`src/rtl/mcx_pkg.sv`:
```
// Shared MCX definitions: program line geometry, field offsets and the
// program store state encoding.
// Optional feature macro: PROG_STORE_CSUM_EN adds a per-line XOR checksum byte.
package mcx_pkg;

    localparam int LINE_W = 46;
    localparam int ADDR_W = 4;
    localparam int DEPTH  = 16;

    // Most significant bit of each field inside a program line
    localparam int PC_MSB   = 45;
    localparam int COND_MSB = 41;
    localparam int INST_MSB = 39;
    localparam int ARG1_MSB = 35;
    localparam int ARG2_MSB = 23;
    localparam int ARG3_MSB = 11;

`ifdef PROG_STORE_CSUM_EN
    localparam int BYTES_PER_LINE = 7;
`else
    localparam int BYTES_PER_LINE = 6;
`endif

    typedef enum logic [1:0] {
        ST_IDLE = 2'd0,
        ST_LOAD = 2'd1,
        ST_DONE = 2'd2
    } ps_state_e;

endpackage

```
`src/rtl/prog_line_asm.sv`:
```
// Assembles MSB-first load bytes into one program line and pulses
// line_wr_en on the final byte of each line.
// Optional feature macro: PROG_STORE_CSUM_EN (7th byte = XOR of bytes 0..5).
module prog_line_asm #(
    parameter int LINE_W = mcx_pkg::LINE_W
) (
    input  logic              clk,
    input  logic              nrst,
    input  logic              clear,
    input  logic              accept,
    input  logic [7:0]        byte_in,
    output logic              line_wr_en,
`ifdef PROG_STORE_CSUM_EN
    output logic              csum_err,
`endif
    output logic [LINE_W-1:0] line_data
);
    import mcx_pkg::*;

    // Bytes held before the final one; B0[7:6] fall off the top of the shifter
    localparam int         ASM_W = (BYTES_PER_LINE - 1) * 8 - 2;
    localparam logic [2:0] LAST  = 3'(BYTES_PER_LINE - 1);

    logic [2:0]       byte_cnt_q, byte_cnt_d;
    logic [ASM_W-1:0] asm_q, asm_d;
`ifdef PROG_STORE_CSUM_EN
    logic [7:0]       csum_q, csum_d;
`endif

    // Next-state for the byte counter, shifter and checksum; write strobe on last byte
    always_comb begin
        // NOTE: every output of this block gets a default first, so no latch is inferred.
        byte_cnt_d = byte_cnt_q;
        asm_d      = asm_q;
        line_wr_en = 1'b0;
`ifdef PROG_STORE_CSUM_EN
        csum_d     = csum_q;
        csum_err   = 1'b0;
        line_data  = asm_q;
`else
        line_data  = {asm_q, byte_in};
`endif
        if (clear) begin
            byte_cnt_d = '0;
        end else if (accept) begin
            if (byte_cnt_q == LAST) begin
                byte_cnt_d = '0;
`ifdef PROG_STORE_CSUM_EN
                if (csum_q == byte_in) line_wr_en = 1'b1;
                else                   csum_err   = 1'b1;
`else
                line_wr_en = 1'b1;
`endif
            end else begin
                byte_cnt_d = byte_cnt_q + 3'd1;
                asm_d      = {asm_q[ASM_W-9:0], byte_in};
`ifdef PROG_STORE_CSUM_EN
                csum_d     = (byte_cnt_q == 3'd0) ? byte_in : (csum_q ^ byte_in);
`endif
            end
        end
    end

    // Assembly state registers with synchronous active-low reset
    always_ff @(posedge clk) begin
        // NOTE: state flops use non-blocking assignments so all of them update together.
        if (!nrst) begin
            byte_cnt_q <= '0;
            asm_q      <= '0;
`ifdef PROG_STORE_CSUM_EN
            csum_q     <= '0;
`endif
        end else begin
            byte_cnt_q <= byte_cnt_d;
            asm_q      <= asm_d;
`ifdef PROG_STORE_CSUM_EN
            csum_q     <= csum_d;
`endif
        end
    end

endmodule

```
`src/rtl/prog_store.sv`:
```
// Loadable MCX program store: byte-stream loader, 16-line register array,
// combinational read port and core reset hold-off until a full program is in.
// Optional feature macro: PROG_STORE_CSUM_EN (per-line checksum, sticky err).
module prog_store #(
    parameter int DEPTH  = mcx_pkg::DEPTH,
    parameter int ADDR_W = mcx_pkg::ADDR_W,
    parameter int LINE_W = mcx_pkg::LINE_W
) (
    input  logic              clk,
    input  logic              nrst,
    input  logic              ld_start,
    input  logic [7:0]        ld_data,
    input  logic              ld_valid,
    output logic              ld_ready,
    input  logic [ADDR_W-1:0] addr,
    output logic [LINE_W-1:0] line,
    output logic              loading,
    output logic              done,
    output logic              err,
    output logic              core_nrst
);
    import mcx_pkg::*;

    ps_state_e         state_q, state_d;
    logic [ADDR_W-1:0] line_cnt_q, line_cnt_d;
    logic              core_nrst_q, core_nrst_d;
    logic [LINE_W-1:0] mem_q [DEPTH];
    logic              mem_we;
    logic              accept;
    logic              line_wr_en;
    logic [LINE_W-1:0] line_data;

    assign ld_ready  = (state_q == ST_LOAD);
    assign loading   = (state_q == ST_LOAD);
    assign done      = (state_q == ST_DONE);
    assign core_nrst = core_nrst_q;
    assign line      = mem_q[addr];

    // A restart in the same cycle as a valid byte drops that byte
    assign accept = ld_valid && ld_ready && !ld_start;

`ifdef PROG_STORE_CSUM_EN
    logic csum_err;
    logic err_q, err_d;
    assign err = err_q;
`else
    assign err = 1'b0;
`endif

    prog_line_asm #(.LINE_W(LINE_W)) u_asm (
        .clk        (clk),
        .nrst       (nrst),
        .clear      (ld_start),
        .accept     (accept),
        .byte_in    (ld_data),
        .line_wr_en (line_wr_en),
`ifdef PROG_STORE_CSUM_EN
        .csum_err   (csum_err),
`endif
        .line_data  (line_data)
    );

    // FSM, line counter, write enable and registered core reset release
    always_comb begin
        state_d     = state_q;
        line_cnt_d  = line_cnt_q;
        mem_we      = 1'b0;
`ifdef PROG_STORE_CSUM_EN
        err_d       = err_q;
`endif
        if (ld_start) begin
            state_d    = ST_LOAD;
            line_cnt_d = '0;
`ifdef PROG_STORE_CSUM_EN
            err_d      = 1'b0;
`endif
        end else if (state_q == ST_LOAD) begin
`ifdef PROG_STORE_CSUM_EN
            if (csum_err) err_d = 1'b1;
`endif
            if (line_wr_en) begin
                mem_we = 1'b1;
                if (line_cnt_q == ADDR_W'(DEPTH - 1)) state_d    = ST_DONE;
                else                                  line_cnt_d = line_cnt_q + ADDR_W'(1);
            end
        end
        // Core leaves reset one edge after DONE is reached and re-enters it on restart
        core_nrst_d = (state_q == ST_DONE) && !ld_start;
    end

    // Control registers with synchronous active-low reset
    always_ff @(posedge clk) begin
        if (!nrst) begin
            state_q     <= ST_IDLE;
            line_cnt_q  <= '0;
            core_nrst_q <= 1'b0;
`ifdef PROG_STORE_CSUM_EN
            err_q       <= 1'b0;
`endif
        end else begin
            state_q     <= state_d;
            line_cnt_q  <= line_cnt_d;
            core_nrst_q <= core_nrst_d;
`ifdef PROG_STORE_CSUM_EN
            err_q       <= err_d;
`endif
        end
    end

    // Program line array: cleared on reset, written once per completed line
    always_ff @(posedge clk) begin
        // NOTE: this array is deliberately reset; the core must read zeros before any load.
        if (!nrst) begin
            for (int i = 0; i < DEPTH; i++) mem_q[i] <= '0;
        end else if (mem_we) begin
            mem_q[line_cnt_q] <= line_data;
        end
    end

endmodule
```
`config.mk`:
```
export PLATFORM = sky130hd
export DESIGN_NAME = prog_store
export DESIGN_NICKNAME = d
export VERILOG_FILES = /design/src/rtl/mcx_pkg.sv /design/src/rtl/prog_line_asm.sv /design/src/rtl/prog_store.sv
export SDC_FILE = /design/constraint.sdc
export NUM_CORES = 1
export LEC_CHECK = 0
export ABC_AREA = 0
export CAP_MARGIN = 20
export CORE_ASPECT_RATIO = 1.1
export CORE_MARGIN = 3
export CORE_UTILIZATION = 47
export CTS_CLUSTER_SIZE = 14
export DETAILED_ROUTE_END_ITERATION = 10
export GPL_TIMING_DRIVEN = 0
export PLACE_DENSITY = 0.73
export SLEW_MARGIN = 20
export SYNTH_ARGS = -nofsm -noshare
export SYNTH_HDL_FRONTEND = slang
export SYNTH_SLANG_ARGS = --single-unit
```
`constraint.sdc`:
```
create_clock -name clk -period 7.1 [get_ports clk]
set_input_delay 1.42 -clock clk [delete_from_list [all_inputs] [get_ports clk]]
set_output_delay 1.42 -clock clk [all_outputs]
set_load 0.05 [all_outputs]
```
==> results.txt <==
The flow ran to the end, and the final reports show no timing, DRC or antenna violations. Walking the worst path, the cells encountered are clkdlybuf4s50_1 > nor2b_1 > clkbuf_1 > clkbuf_1 > a22oi_1 > nand2_1 > clkdlybuf4s50_1. For the post-synthesis cell type count, the log shows 41.

The count of antenna-violating nets left after detailed routing came out at 0. The peak supply drop was 0.159 mV. The detail-routed via count per cell works out to 6.38. The power per cell area was 256 nW/um^2; the worst path buffer plus inverter count was 4. The level count of the clock H-tree is 3, and the final setup violation count is 0. Clock latency on the worst-skew pair, taken at its later pin, is 0.62 ns.

Measured against its own limit, the worst slew margin works out to 15.2%. In this design, the stage delay of the slowest critical-path cell is 0.83 ns. The clock buffer count from CTS is 76, and the required arrival time at the worst endpoint is 5.68 ns. The region available for standard cell placement spans 72300 sq um. The run gives 0 ns as the total negative setup slack. Count of final hold-check violations: 0. The cell type of the slowest stage on the worst timing path is sky130_fd_sc_hd__clkdlybuf4s50_1. Summed over all layers, the global routing overflow is 0.

For the fill cell total of the finished layout, the log shows 5637. The clock transition time at the flip-flop clock pins of the worst setup and hold paths came out at 0.06 ns. Cells with a size suffix above 1 make up 14.8% of the layout. From synthesis to final layout, the design area changed by 14.6%. The analysis attributes to cell leakage a power of 12.8 nW. Max-cap violations in this run came to 0.

The root cell of the clock tree is sky130_fd_sc_hd__clkbuf_16. The worst min-delay path category is reg2reg. The global-route wire length before repair was 151000 um.

The floorplan has 103 rows. The number of enable-type register cells in the synthesized netlist works out to 736. The tools report the overall track demand over capacity in global routing as 26.7%. Setup repair after global routing left no endpoint under its margin. X dimension of the die: 264 um. The share of the clock period used by the worst path after layout is 90.5%. The end-of-flow core utilization is 54.7%. The netlist area before placement is 34500 sq um, and the initial antenna violation count is 1. The signal arrival time at the worst endpoint is 5.01 ns. The run gives 2736 as the final net count. Number of ports placed on the die boundary: 67. The wire-length estimate of the detail-placed layout is 69900 um. The logs give 10.1 mW for the total power and 0 for the total of warnings raised by yosys.

The nature of the critical path endpoint is a primary output. The most used flip-flop cell after synthesis is sky130_fd_sc_hd__edfxtp_1. The final layout contains routed wiring with a total length of 103000 um. The tools report the number of max-slew violations in the final report as 0. The logs give 0 for the cts-stage hold buffer count and 784 for the clock sink count. The number of global-route vias before repair was 24000. For this run, asynchronously set or reset flops after synthesis account for 0%. Buffers added to address setup during post-CTS repair amount to 0. After detailed routing, the average wire length per cell comes to 27.8 um.

The worst setup path is launched from an input pin. Buffers placed on the I/O ports in this run total 55. The floorplan step defined a die boundary enclosing 76700 sq um.

Gate count after technology mapping: 2543. The DRC marker count from the first detailed-route iteration is 3754. The post-synthesis sequential element count came out at 784.

TritonCTS built the clock tree. The post-cts repair resize count came out at 0. For this run, design rule violations remaining after detail routing come to 0.

In this run the worst path has a maximum fanout of 10. The synthesized netlist net count came out at 2563. For this run, the top clock speed supported by timing is 0.156 GHz. Entering global routing, the biggest net connects 47 pins. The worst setup path category is in2out.

The via count of the routed design was 23800; the minimum clock period after layout was 6.43 ns. The die is 290 um tall. Of the synthesized area, sequential elements account for 66.8%.

The routability congestion estimate is 0.929. After synthesis, the mean cell area works out to 13.6 sq um. The worst setup skew after layout is 0.0217 ns, and the transition time of the tightest slew-check pin is 1.27 ns. The effective utilization at floorplan came out at 47.7%. Family with the most delay on the worst path: buffers and inverters. The maximum buffer depth of the clock tree is 3. For this run, the detailed router's first-pass iteration total came to 9.
placed cells by master, fill, tap and decap left out, types with 48 or more instances in the layout:
cell type,synthesis,final
sky130_fd_sc_hd__a22oi_1,92,92
sky130_fd_sc_hd__nand3_1,90,89
sky130_fd_sc_hd__nor2_1,553,552
sky130_fd_sc_hd__dfxtp_1,48,48
sky130_fd_sc_hd__edfxtp_1,736,736
sky130_fd_sc_hd__buf_2,48,48
sky130_fd_sc_hd__clkbuf_1,174,199
sky130_fd_sc_hd__nand2_1,236,236
sky130_fd_sc_hd__and3_1,189,189
sky130_fd_sc_hd__clkdlybuf4s50_1,0,55
sky130_fd_sc_hd__mux4_2,184,184
sky130_fd_sc_hd__clkbuf_16,0,81
worst min-delay path, delay by kind of cell, from the launching register on:
kind,cells,cell delay (ns)
compound gates,2,0.17
flops,1,0.35
cell type report:
type	count	area [sq um]	area share (%)
inverter	8	30.0	0.0759
antenna	1	2.50	0.00633
clock inverter	22	176	0.446
buffer	265	1150	2.91
multi-input combinational	1486	10500	26.4
sequential	784	23100	58.3
clock buffer	115	2220	5.62
tap	945	1180	2.99
timing repair buffer	95	1270	3.20
metrics by stage:
stage	hold slack, ns	setup slack (ns)	instances	instance area (sq um)
6_report	0.565	0.673	3721	39600
5_1_grt	0.586	0.616	3721	39600
4_1_cts	0.550	0.750	3719	39500
3_5_place_dp	0.543	0.763	3582	37100
3_3_place_gp	0.498	-4.07	3543	36200
2_1_floorplan	0.472	0.983	2543	34500
Yosys cell counts (6+ instances only):
library cell | count | area (sq um)
sky130_fd_sc_hd__a21oi_1 | 43 | 215
sky130_fd_sc_hd__a22oi_1 | 92 | 691
sky130_fd_sc_hd__and2_1 | 6 | 37.5
sky130_fd_sc_hd__and3_1 | 189 | 1180
sky130_fd_sc_hd__buf_1 | 28 | 105
sky130_fd_sc_hd__buf_2 | 48 | 240
sky130_fd_sc_hd__buf_6 | 11 | 124
sky130_fd_sc_hd__clkbuf_1 | 174 | 653
sky130_fd_sc_hd__dfxtp_1 | 48 | 961
sky130_fd_sc_hd__edfxtp_1 | 736 | 22100
sky130_fd_sc_hd__inv_1 | 7 | 26.3
sky130_fd_sc_hd__mux4_2 | 184 | 4140
sky130_fd_sc_hd__nand2_1 | 236 | 886
sky130_fd_sc_hd__nand3_1 | 90 | 450
sky130_fd_sc_hd__nor2_1 | 553 | 2080
sky130_fd_sc_hd__nor2b_1 | 6 | 37.5
sky130_fd_sc_hd__o21ai_0 | 48 | 240
sky130_fd_sc_hd__o31ai_1 | 6 | 45.0
metal layers:
metal | wire length [um] | up-vias | track usage (%) | part of all wire (%)
met2 | 48900 | 1832 | 42.3 | 47
met1 | 35400 | 11800 | 34.3 | 34
li1 | - | 9726 | - | -
met3 | 12200 | 381 | 5.27 | 12
met5 | 0 | - | 0 | 0
met4 | 6840 | 0 | 15.9 | 6.6
report_power, final:
group,leakage (nW),switching (mW),internal (mW),total (mW)
registers,7.41,0.0610,5.25,5.31
clock network,1.18,1.70,2.27,3.97
logic,4.24,0.528,0.315,0.844
total,12.8,2.29,7.83,10.1
registers in the layout (all words and copies together) (netlist names):
| name | cells |
|---|---|
| core_nrst | 1 |
| line_cnt_q | 4 |
| mem_q | 736 |
| state_q | 2 |
| u_asm.asm_q | 38 |
| u_asm.byte_cnt_q | 3 |
path summary, 6_finish.rpt:
| path | from | end | slack (ns) | cells after the start |
|---|---|---|---|---|
| worst max-delay path | addr[3] | line[26] | 0.67 | 7 |
| worst min-delay path | line_cnt_q[0] | line_cnt_q[0] | 0.56 | 2 |
| worst max register to register | u_asm.byte_cnt_q[0] | mem_q[14][13] | 3.44 | 7 |
| worst min register to register | line_cnt_q[0] | line_cnt_q[0] | 0.56 | 2 |
cells by family (layout without fill, tap and decap cells):
group	after synthesis	in the layout	share of synthesized area (%)
adder cells (fa/ha/maj)	4	4	0.145
flip-flops	784	784	66.8
AND/OR/NAND/NOR	1101	1101	14.0
other	1	2	0.0109
AO/OA/AOI/OAI	195	195	3.59
buffers and inverters	273	505	3.42
multiplexers	185	185	12.0
Note: power is estimated with default switching activity, not from simulation.
